[src/rtl/multicycle_control_unit.sv]
// Multi-cycle RV datapath sequencer: fetch, decode and per-class execution cycles
// for R-type, OP-IMM, load, store and BEQ, with a sticky trap on unknown opcodes.
//
// state  | meaning
// FETCH  | read instruction at PC; load IR and PC+4 when memory answers
// DECODE | compute branch target into ALUOut, dispatch on opcode
// ADDR   | compute load/store effective address
// MEM_RD | load data read, held until mem_ready
// WB_MEM | write memory data register to rd
// MEM_WR | store data write, held until mem_ready
// EXEC_R | register-register ALU operation
// EXEC_I | register-immediate ALU operation
// WB_ALU | write ALUOut to rd
// BRANCH | compare rs1/rs2, take target when equal
// TRAP   | unsupported opcode; parked until reset
module multicycle_control_unit (
   input  logic       clk,
   input  logic       rst_n,
   input  logic [6:0] opcode,
   input  logic       zero,
   input  logic       mem_ready,
   output logic       pc_write,
   output logic       pc_src,
   output logic       ir_write,
   output logic       iord,
   output logic       mem_read,
   output logic       mem_write,
   output logic       reg_write,
   output logic       mem_to_reg,
   output logic [1:0] alu_src_a,
   output logic [1:0] alu_src_b,
   output logic [1:0] alu_op,
   output logic       illegal,
   output logic [3:0] state
);

   localparam logic [6:0] OPC_LOAD   = 7'b0000011;
   localparam logic [6:0] OPC_OP_IMM = 7'b0010011;
   localparam logic [6:0] OPC_STORE  = 7'b0100011;
   localparam logic [6:0] OPC_OP     = 7'b0110011;
   localparam logic [6:0] OPC_BRANCH = 7'b1100011;

   typedef enum logic [3:0] {
      S_FETCH  = 4'd0,
      S_DECODE = 4'd1,
      S_ADDR   = 4'd2,
      S_MEM_RD = 4'd3,
      S_WB_MEM = 4'd4,
      S_MEM_WR = 4'd5,
      S_EXEC_R = 4'd6,
      S_EXEC_I = 4'd7,
      S_WB_ALU = 4'd8,
      S_BRANCH = 4'd9,
      S_TRAP   = 4'd15
   } state_t;

   state_t cur_state, nxt_state;
   logic   illegal_q;
   logic   pc_write_s, ir_write_s, mem_read_s, mem_write_s, reg_write_s;

   always_ff @(posedge clk or negedge rst_n) begin
      if (!rst_n) begin
         cur_state <= S_FETCH;
         illegal_q <= 1'b0;
      end else begin
         cur_state <= nxt_state;
         if (cur_state == S_DECODE && nxt_state == S_TRAP)
            illegal_q <= 1'b1;
      end
   end

   always_comb begin
      nxt_state   = cur_state;
      pc_write_s  = 1'b0;
      pc_src      = 1'b0;
      ir_write_s  = 1'b0;
      iord        = 1'b0;
      mem_read_s  = 1'b0;
      mem_write_s = 1'b0;
      reg_write_s = 1'b0;
      mem_to_reg  = 1'b0;
      alu_src_a   = 2'd0;
      alu_src_b   = 2'd0;
      alu_op      = 2'b00;
      case (cur_state)
         S_FETCH: begin
            mem_read_s = 1'b1;
            alu_src_b  = 2'd1;
            ir_write_s = mem_ready;
            pc_write_s = mem_ready;
            if (mem_ready) nxt_state = S_DECODE;
         end
         S_DECODE: begin
            alu_src_a = 2'd2;
            alu_src_b = 2'd2;
            case (opcode)
               OPC_LOAD, OPC_STORE: nxt_state = S_ADDR;
               OPC_OP:              nxt_state = S_EXEC_R;
               OPC_OP_IMM:          nxt_state = S_EXEC_I;
               OPC_BRANCH:          nxt_state = S_BRANCH;
               default:             nxt_state = S_TRAP;
            endcase
         end
         S_ADDR: begin
            alu_src_a = 2'd1;
            alu_src_b = 2'd2;
            nxt_state = (opcode == OPC_LOAD) ? S_MEM_RD : S_MEM_WR;
         end
         S_MEM_RD: begin
            mem_read_s = 1'b1;
            iord       = 1'b1;
            if (mem_ready) nxt_state = S_WB_MEM;
         end
         S_WB_MEM: begin
            reg_write_s = 1'b1;
            mem_to_reg  = 1'b1;
            nxt_state   = S_FETCH;
         end
         S_MEM_WR: begin
            mem_write_s = 1'b1;
            iord        = 1'b1;
            if (mem_ready) nxt_state = S_FETCH;
         end
         S_EXEC_R: begin
            alu_src_a = 2'd1;
            alu_op    = 2'b10;
            nxt_state = S_WB_ALU;
         end
         S_EXEC_I: begin
            alu_src_a = 2'd1;
            alu_src_b = 2'd2;
            alu_op    = 2'b10;
            nxt_state = S_WB_ALU;
         end
         S_WB_ALU: begin
            reg_write_s = 1'b1;
            nxt_state   = S_FETCH;
         end
         S_BRANCH: begin
            alu_src_a  = 2'd1;
            alu_op     = 2'b01;
            pc_src     = 1'b1;
            pc_write_s = zero;
            nxt_state  = S_FETCH;
         end
         S_TRAP:  nxt_state = S_TRAP;
         default: nxt_state = S_FETCH;
      endcase
   end

   // Reset forces state to FETCH, whose request must not leak out while rst_n is low.
   assign pc_write  = pc_write_s  & rst_n;
   assign ir_write  = ir_write_s  & rst_n;
   assign mem_read  = mem_read_s  & rst_n;
   assign mem_write = mem_write_s & rst_n;
   assign reg_write = reg_write_s & rst_n;
   assign illegal   = illegal_q;
   assign state     = cur_state;

endmodule

[config.mk]
export PLATFORM = sky130hd
export DESIGN_NAME = multicycle_control_unit
export DESIGN_NICKNAME = d
export VERILOG_FILES = /design/src/rtl/multicycle_control_unit.sv
export SDC_FILE = /design/constraint.sdc
export NUM_CORES = 1
export LEC_CHECK = 0
export BUFFER_PORTS_ARGS = -buffer_cell sky130_fd_sc_hd__buf_4
export CAP_MARGIN = 15
export CORE_MARGIN = 3
export CORE_UTILIZATION = 30
export CTS_CLUSTER_SIZE = 14
export DETAILED_ROUTE_END_ITERATION = 8
export HOLD_SLACK_MARGIN = 0.06
export PLACE_DENSITY = 0.64
export SYNTH_ARGS = -nofsm -noshare
export SYNTH_HDL_FRONTEND = slang
export SYNTH_SLANG_ARGS = --single-unit
[constraint.sdc]
create_clock -name clk -period 1.67 [get_ports clk]
set_clock_uncertainty 0.1 [all_clocks]
set_input_delay 0.334 -clock clk [delete_from_list [all_inputs] [get_ports clk]]
set_output_delay 0.334 -clock clk [all_outputs]
set_load 0.02 [all_outputs]
==> results of run 1 <==
registers in the layout, indices dropped and copies added (netlist names):
name,count
illegal,1
state,4
routing by layer:
metal  up-vias  global-route usage
li1        384                   -
met1       389               0.223
met2        48               0.304
met3        11              0.0428
met4         0              0.0829
met5         -                   0
where the power goes:
group          switching [mW]  internal (mW)
clock                  0.0593         0.0909
sequential             0.0991          0.172
combinational           0.959           1.13
synthesized netlist by cell type, drive strengths merged:
| library cell | number | area, um2 |
|---|---|---|
| a2111oi | 3 | 46.3 |
| a211o | 1 | 8.76 |
| a211oi | 1 | 7.51 |
| a21o | 1 | 7.51 |
| a21oi | 3 | 15.0 |
| a22oi | 1 | 7.51 |
| a311o | 1 | 10.0 |
| and3 | 3 | 18.8 |
| and4 | 1 | 8.76 |
| buf | 4 | 27.5 |
| clkbuf | 1 | 3.75 |
| dfrtp | 5 | 125 |
| inv | 4 | 15.0 |
| nand2 | 6 | 22.5 |
| nand2b | 5 | 31.3 |
| nand3 | 3 | 15.0 |
| nand4bb | 1 | 27.5 |
| nor2 | 6 | 25.0 |
| nor2b | 2 | 12.5 |
| nor3 | 6 | 35.0 |
| nor4 | 1 | 12.5 |
| nor4b | 2 | 17.5 |
| o211ai | 2 | 15.0 |
| o21ai | 2 | 10.0 |
| o21bai | 1 | 7.51 |
| o22ai | 1 | 6.26 |
| o41ai | 1 | 8.76 |
| xnor2 | 1 | 8.76 |
| xor2 | 1 | 8.76 |
cell usage in the layout, fill, tap and decap left out, types with 2 or more instances in the layout:
master / netlist / final
nand2_1: 6 / 2
a21oi_1: 3 / 3
buf_6: 0 / 21
nor4b_4: 0 / 2
nor3_1: 5 / 4
nand2b_4: 0 / 3
clkbuf_4: 0 / 3
buf_12: 0 / 2
nand2_2: 0 / 4
buf_4: 3 / 36
nand3_1: 3 / 2
o211ai_1: 2 / 2
nand2b_1: 5 / 2
dfrtp_2: 0 / 4
inv_2: 1 / 2
and3_1: 3 / 2
nor3_4: 0 / 2
nor2_4: 0 / 2
nor2_1: 5 / 3
inv_1: 3 / 2
metrics by stage:
stage	setup TNS [ns]	setup slack, ns	area (um2)	hold slack, ns
after CTS	-1.62	-0.211	1180	0.287
after detailed placement	0	0.0311	936	0.0662
after global routing	-2.93	-0.339	1330	0.303
after global placement	0	0.0281	936	0.0651
after floorplan	-0.268	-0.111	652	-0.0616
final	-2.09	-0.257	1330	0.295
final timing paths:
| path | startpoint | endpoint | slack [ns] | cells past startpoint |
|---|---|---|---|---|
| worst min-delay path | opcode[5] | state[2] | 0.29 | 3 |
| worst min register to register | illegal | illegal | 0.39 | 1 |
| max in group asynchronous | rst_n | state[0] | 0.76 | 2 |
| worst max register to register | state[0] | state[1] | 0.05 | 7 |
| worst max-delay path | state[1] | pc_write | -0.26 | 5 |
| min in group asynchronous | rst_n | state[3] | 0.45 | 2 |
cell families after synthesis:
logic type                after synthesis  synth area share
AOI/OAI and AO/OA                      18             0.265
xor gates and xnor gates                2            0.0310
buffers and inverters                   9            0.0818
DFF                                     5             0.221
and+or+nand+nor                        36             0.400
area by class of cell:
class | instances | area, um2 | area share
Sequential cell | 5 | 130 | 0.0981
Clock buffer | 4 | 26.3 | 0.0198
Timing Repair Buffer | 61 | 582 | 0.439
Multi-Input combinational cell | 56 | 542 | 0.408
Tap cell | 25 | 31.3 | 0.0236
Inverter | 4 | 15.0 | 0.0113
what timing repair did:
action / in CTS / in global routing
setup endpoints to repair: 14 / 16
hold endpoints to repair: 5 / 0
pin swaps: 8 / 6
hold buffers: 1 / 0
cloned: 0 / 1
resized for setup: 19 / 22
buffers inserted: 16 / 5
critical path: stages (launching register included):
cell,delay [ns]
dfrtp_2,0.47
nand2b_4,0.20
nor3_4,0.19
a22oi_2,0.10
nor2b_2,0.15
buf_6,0.13
==> impl_metrics.yaml, run 1 <==
route:
  first_pass_iters: 4
  drtIter0Drc: 25
  drc: 0
  wl_met1_um: 995
  ant_nets: 0
  wl_met3_um: 214
  routed-via-count: 832
  met2_length_mm: 1.15
  routed_wl_mm: 2.43
  top_layer_used: "met4"
  wl_per_cell_um: 15.7
  via_per_inst: 5.37
placed_design:
  dp_hpwl_mm: 1.35
  portBuffers: 29
  dp_cells: 128
  place_congestion: 0.841
yosys:
  synth_nets: 81
  syn_inst: 70
  synth_area_um2: 566
  ys_types: 36
  ys_seq_elements: 5
  avgSynthCellArea_um2: 8.08
  yosysWarnings: 0
  ys_seq_area_frac: 0.221
setup_path:
  worst_setup_path_end_kind: "output port"
  cp_data_arrival_time_ns: 1.49
  cp-start-kind: "flop"
  crit_fanout: 6
  crit_required_ns: 1.24
  crit_type: "flop to output port"
timing:
  hold_violations: 0
  rsz0062_at_grt: "yes"
  setup_viol: 14
  drv_slew: 0
  setup_slack_ns: -0.257
  worst_pin_slew_ns: 0.490
  post-route-period-util: 1.15
  fin_crit_ns: 1.93
  max_freq_ghz: 0.519
  timing.slew.headroom: 0.672
finish:
  n_fill_cell: 115
  finalNonFillerCells: 155
  final_layout_size_suffix_gt1_frac: 0.723
  syn_to_final_growth_pct: 135
  final_util: 0.760
  nets: 142
  diodes: 0
floorplan:
  die_w_um: 49.4
  io_pins: 30
  core.rowCount: 15
  start_util: 0.324
  fp.dieH_um: 49.4
  die-area_mm2: 0.00244
  core_area_mm2: 0.00175
cts:
  clk_latency_ns: 0.26
  cts.sinks: 5
  clockBufferDepth: 2
  numCtsBuffers: 3
  cts_tree: "built"
  clkSlewWorstSetupHoldPaths_ns: 0.04
  clockRootBuffer: "clkbuf_4"
  cts-htree-levels: 1
power:
  ir_worst_vdd_mv: 1.26
  powerDensity_mw_per_mm2: 1890
  leakagePower_nw: 0.603
  report.power.total_mw: 2.51
outcome:
  status: "complete, but fails checks"
  violations: "setup timing"
worst_hold_path:
  hold_class: "primary input to flop"
global_route:
  first_global_vias: 748
  grt_usage: 0.183
  antenna_found_initial: 0
  grt_pass1_wl_mm: 3.45
  grt_max_degree: 12
  gr-total-overflow: 0
run:
  cap_violations: 0
Power figures use the tool's default switching activity.
==> run 2, diff against run 1 <==
--- a/config.mk
+++ b/config.mk
@@ -13,6 +13,7 @@
 export DETAILED_ROUTE_END_ITERATION = 8
 export HOLD_SLACK_MARGIN = 0.06
 export PLACE_DENSITY = 0.64
+export SETUP_SLACK_MARGIN = 0.5
 export SYNTH_ARGS = -nofsm -noshare
 export SYNTH_HDL_FRONTEND = slang
 export SYNTH_SLANG_ARGS = --single-unit
==> constraint.sdc (replaced) <==
create_clock -name clk -period 1.67 [get_ports clk]
set_clock_uncertainty 0.1 [all_clocks]
set_input_delay 0.334 -clock clk [delete_from_list [all_inputs] [get_ports clk]]
set_output_delay 0.334 -clock clk [all_outputs]
set_load 0.05 [all_outputs]
==> impl_metrics.yaml, run 2 (synthesized netlist as in run 1, its figures left out) <==
timing:
  post-route-period-util: 1.19
  fin_crit_ns: 1.99
  setup_viol: 16
  worst_pin_slew_ns: 0.322
  drv_slew: 0
  timing.slew.headroom: 0.784
  max_freq_ghz: 0.502
  rsz0062_at_grt: "yes"
  setup_slack_ns: -0.322
  finalHoldWorstSlack_ns: 0.335
  fin_tns_setup_ns: -2.96
  hold_violations: 0
route:
  via_per_inst: 5.25
  drc: 0
  drtIter0Drc: 18
  wl_per_cell_um: 18.3
  ant_nets: 0
  routed-via-count: 824
  first_pass_iters: 4
  routed_wl_mm: 2.87
power:
  leakagePower_nw: 0.636
  clkPwrFrac: 0.045
  ir_worst_vdd_mv: 1.70
  switching_share: 0.507
  p_int_mw: 1.59
  seqPwrFrac: 0.084
  p_switching_mw: 1.64
  comb_power_share: 0.871
  powerDensity_mw_per_mm2: 2170
finish:
  syn_to_final_growth_pct: 163
  layout_common_cells: "buf_4 (30), buf_6 (21), buf_8 (8)"
  n_fill_cell: 96
  layout_commonest_cell: "buf_4"
  seqCellArea_um2: 133
  diodes: 0
  nets: 144
  finalNonFillerCells: 157
  largest_reg_flops: 4
  multi_input_area_um2: 624
  final_layout_size_suffix_gt1_frac: 0.788
outcome:
  violations: "setup timing"
  status: "complete, but fails checks"
placed_design:
  dp_hpwl_mm: 1.46
  place_congestion: 0.837
  portBuffers: 29
  dp_cells: 138
floorplan:
  core.rowCount: 15
  io_pins: 30
  die-area_mm2: 0.00244
  core_area_mm2: 0.00175
  fp.dieH_um: 49.4
  start_util: 0.324
  die_w_um: 49.4
setup_path:
  cp_data_arrival_time_ns: 1.56
  crit_type: "flop to output port"
  crit_end: "pc_write"
  r2r_start: "state[2]"
  worst-r2r-setup-slack_ns: -0.08
  cp-start-kind: "flop"
  crit_start: "state[3]"
  reg2reg_depth: 7
  rr_endpoint: "state[1]"
  crit_fanout: 6
  worst_setup_path_end_kind: "output port"
  crit_required_ns: 1.24
global_route:
  grt_pass1_wl_mm: 4.06
  grt_usage: 0.219
  first_global_vias: 799
  antenna_found_initial: 0
  grt_max_degree: 9
  gr-total-overflow: 0
cts:
  clk_latency_ns: 0.25
  clkSlewWorstSetupHoldPaths_ns: 0.05
  clockRootBuffer: "clkbuf_4"
  numCtsBuffers: 3
  cts-htree-levels: 1
  cts_tree: "built"
  cts.sinks: 5
  clockBufferDepth: 2
worst_hold_path:
  hold_class: "primary input to flop"
  worstHoldStart: "opcode[5]"
run:
  cap_violations: 0
==> run 2: what timing repair did <==
item | 4_1_cts | 5_1_grt
hold buffers | 1 | 0
setup buffers | 9 | 5
endpoints found under the hold margin | 5 | 0
cloned | 0 | 0
pin swaps | 7 | 7
gates resized for setup | 40 | 12
endpoints found under the setup margin | 24 | 24
==> run 2: power groups by stage <==
stage	clock (mW)	combinational [mW]	sequential (mW)
2_1_floorplan	0	1.32	0.396
3_3_place_gp	0	2.03	0.274
6_report	0.145	2.81	0.271
4_1_cts	0.147	2.53	0.273
5_1_grt	0.161	2.92	0.279
3_5_place_dp	0	2.04	0.274
==> run 2: area by class of cell <==
class,instances,area share
repair buffers,63,0.439
multi-input cells,56,0.420
flip-flops and latches,5,0.0893
well taps,25,0.0211
clock buffers,4,0.0177
inverters,4,0.0126
==> run 2: routing by layer <==
layer,up-vias,track usage,share of wire
met3,13,0.0306,0.056
met2,45,0.384,0.53
met5,-,0,0
met4,0,0.0922,0.038
li1,385,-,-
met1,381,0.265,0.38
==> run 2: critical path, stage by stage (launching register included) <==
cell and delay, ns:
dfrtp_4 0.51, nor4_4 0.37, a22oi_2 0.14, nor2b_4 0.13, buf_6 0.16
==> run 2: how the worst min path moves through the flow <==
| stage | end | slack, ns | cells after the start |
|---|---|---|---|
| floorplan | illegal | -0.06 | 0 |
| global placement | state[3] | 0.07 | 1 |
| detailed placement | state[3] | 0.07 | 1 |
| CTS | state[2] | 0.31 | 3 |
| global route | state[2] | 0.34 | 3 |
| finish | state[2] | 0.34 | 3 |
==> run 2: metrics by stage <==
stage / util / power, mW / area, um2 / setup slack [ns]
floorplan: - / 1.72 / 764 / -0.570
global placement: 0.629 / 2.30 / 1100 / -0.00667
detailed placement: 0.629 / 2.31 / 1100 / -0.00312
CTS: 0.796 / 2.95 / 1390 / -0.248
global route: 0.851 / 3.36 / 1490 / -0.384
finish: 0.851 / 3.22 / 1490 / -0.322
==> run 3, diff against run 2 <==
--- a/config.mk
+++ b/config.mk
@@ -5,7 +5,7 @@
 export SDC_FILE = /design/constraint.sdc
 export NUM_CORES = 1
 export LEC_CHECK = 0
-export BUFFER_PORTS_ARGS = -buffer_cell sky130_fd_sc_hd__buf_4
+export BUFFER_PORTS_ARGS = -buffer_cell sky130_fd_sc_hd__buf_2
 export CAP_MARGIN = 15
 export CORE_MARGIN = 3
 export CORE_UTILIZATION = 30
==> impl_metrics.yaml, run 3 (synthesized netlist as in run 1, its figures left out) <==
setup_path:
  crit_type: "flop to output port"
  crit_required_ns: 1.24
  cp_top_family: "flip-flops"
  crit_end: "pc_write"
  worst_setup_path_end_kind: "output port"
  reg2reg_depth: 6
  crit_start: "state[3]"
  crit_fanout: 6
  worst-r2r-setup-slack_ns: 0.06
  cp_data_arrival_time_ns: 1.49
  rr_endpoint: "state[1]"
  cp.depth: 4
  crit_chain: "nor4_4 -> a22oi_2 -> nor2b_4 -> buf_6"
  critPathBufInv: 1
  cp_slowest_cell: "dfrtp_4"
  r2r_start: "state[0]"
  cp-start-kind: "flop"
  slowest_delay_ns: 0.52
floorplan:
  die-area_mm2: 0.00244
  fp.dieH_um: 49.4
  io_pins: 30
  core_area_mm2: 0.00175
  start_util: 0.324
  die_w_um: 49.4
  core.rowCount: 15
timing:
  worst_pin_slew_ns: 0.424
  rsz0062_at_grt: "yes"
  hold_violations: 0
  setup_viol: 14
  drv_slew: 0
  post-route-period-util: 1.15
  timing.slew.headroom: 0.710
  fin_crit_ns: 1.92
  setup_slack_ns: -0.251
  max_freq_ghz: 0.520
route:
  wl_per_cell_um: 15.6
  drtIter0Drc: 19
  first_pass_iters: 4
  via_per_inst: 5.27
  routed_wl_mm: 2.35
  ant_nets: 0
  drc: 0
  routed-via-count: 791
power:
  ir_worst_vdd_mv: 1.28
  leakagePower_nw: 0.593
  powerDensity_mw_per_mm2: 2210
  report.power.total_mw: 2.98
cts:
  cts_tree: "built"
  cts.sinks: 5
  clockBufferDepth: 2
  clk_latency_ns: 0.24
  clkSlewWorstSetupHoldPaths_ns: 0.05
  clockRootBuffer: "clkbuf_4"
  numCtsBuffers: 3
  cts-htree-levels: 1
finish:
  layout_common_cells: "buf_4 (17), buf_6 (15), buf_8 (13), buf_2 (10)"
  final_layout_size_suffix_gt1_frac: 0.760
  largest_reg_flops: 4
  n_fill_cell: 111
  nets: 137
  syn_to_final_growth_pct: 139
  multi_input_area_um2: 591
  seqCellArea_um2: 133
  layout_commonest_cell: "buf_4"
  diodes: 0
  design_area_mm2: 0.00135
global_route:
  grt_pass1_wl_mm: 3.35
  grt_max_degree: 11
  antenna_found_initial: 0
  gr-total-overflow: 0
  grt_usage: 0.171
  first_global_vias: 753
outcome:
  status: "complete, but fails checks"
  violations: "setup timing"
placed_design:
  portBuffers: 29
  dp_hpwl_mm: 1.44
  place_congestion: 0.841
  placed_area_mm2: 0.00101
worst_hold_path:
  hold_class: "primary input to flop"
run:
  cap_violations: 0
-- run 3: cell types whose count changed in the layout (fill, tap and decap cells not counted), moves of 2 or more --
cell | previous run | this run
buf_12 | 3 | 0
buf_6 | 21 | 15
nor3_2 | 1 | 3
a21oi_1 | 1 | 3
buf_2 | 0 | 10
buf_8 | 8 | 13
a21oi_2 | 2 | 0
buf_4 | 30 | 17
-- run 3: what timing repair did --
item / 4_1_cts / 5_1_grt
endpoints found under the hold margin: 5 / 0
setup buffers: 2 / 6
hold buffers: 1 / 0
pin swaps: 4 / 4
endpoints found under the setup margin: 24 / 24
gates resized for setup: 43 / 28
-- run 3: worst register-to-register path, delay by kind of cell (launching register included) --
| kind | cells | cell delay, ns |
|---|---|---|
| compound gates | 2 | 0.40 |
| buf+inv | 2 | 0.28 |
| flops | 1 | 0.47 |
| simple gates | 2 | 0.23 |
-- run 3: stage by stage --
stage,hold slack [ns],std cells,utilization,TNS (ns),worst slack (ns)
floorplan,-0.0616,70,-,-2.57,-0.570
global route,0.396,150,0.774,-3.06,-0.306
global placement,0.239,137,0.576,-0.131,-0.0360
CTS,0.317,144,0.687,-1.93,-0.233
detailed placement,0.238,137,0.576,-0.172,-0.0556
finish,0.379,150,0.774,-2.33,-0.251
-- run 3: area by class of cell --
class	instances	share of cell area
Sequential cell	5	0.0981
Timing Repair Buffer	56	0.408
Clock buffer	4	0.0194
Inverter	4	0.0139
Multi-Input combinational cell	56	0.437
Tap cell	25	0.0231
-- run 3: power breakdown --
part           switching (mW)  internal, mW
logic                    1.39          1.17
clock network          0.0475        0.0902
registers               0.107         0.176
-- run 3: worst min-delay path by stage --
stage | from | to | cells past startpoint | slack [ns]
6_report | opcode[5] | state[2] | 3 | 0.38
5_1_grt | opcode[5] | state[2] | 3 | 0.40
4_1_cts | opcode[5] | state[2] | 3 | 0.32
3_5_place_dp | rst_n | state[3] | 2 | 0.24
3_3_place_gp | rst_n | state[3] | 2 | 0.24
2_1_floorplan | rst_n | illegal | 0 | -0.06
-- run 3: layer usage --
| layer | GRT usage | part of all wire |
|---|---|---|
| met1 | 0.204 | 0.42 |
| met4 | 0.00922 | 0.0060 |
| met2 | 0.324 | 0.52 |
| met3 | 0.0398 | 0.053 |
| met5 | 0 | 0 |
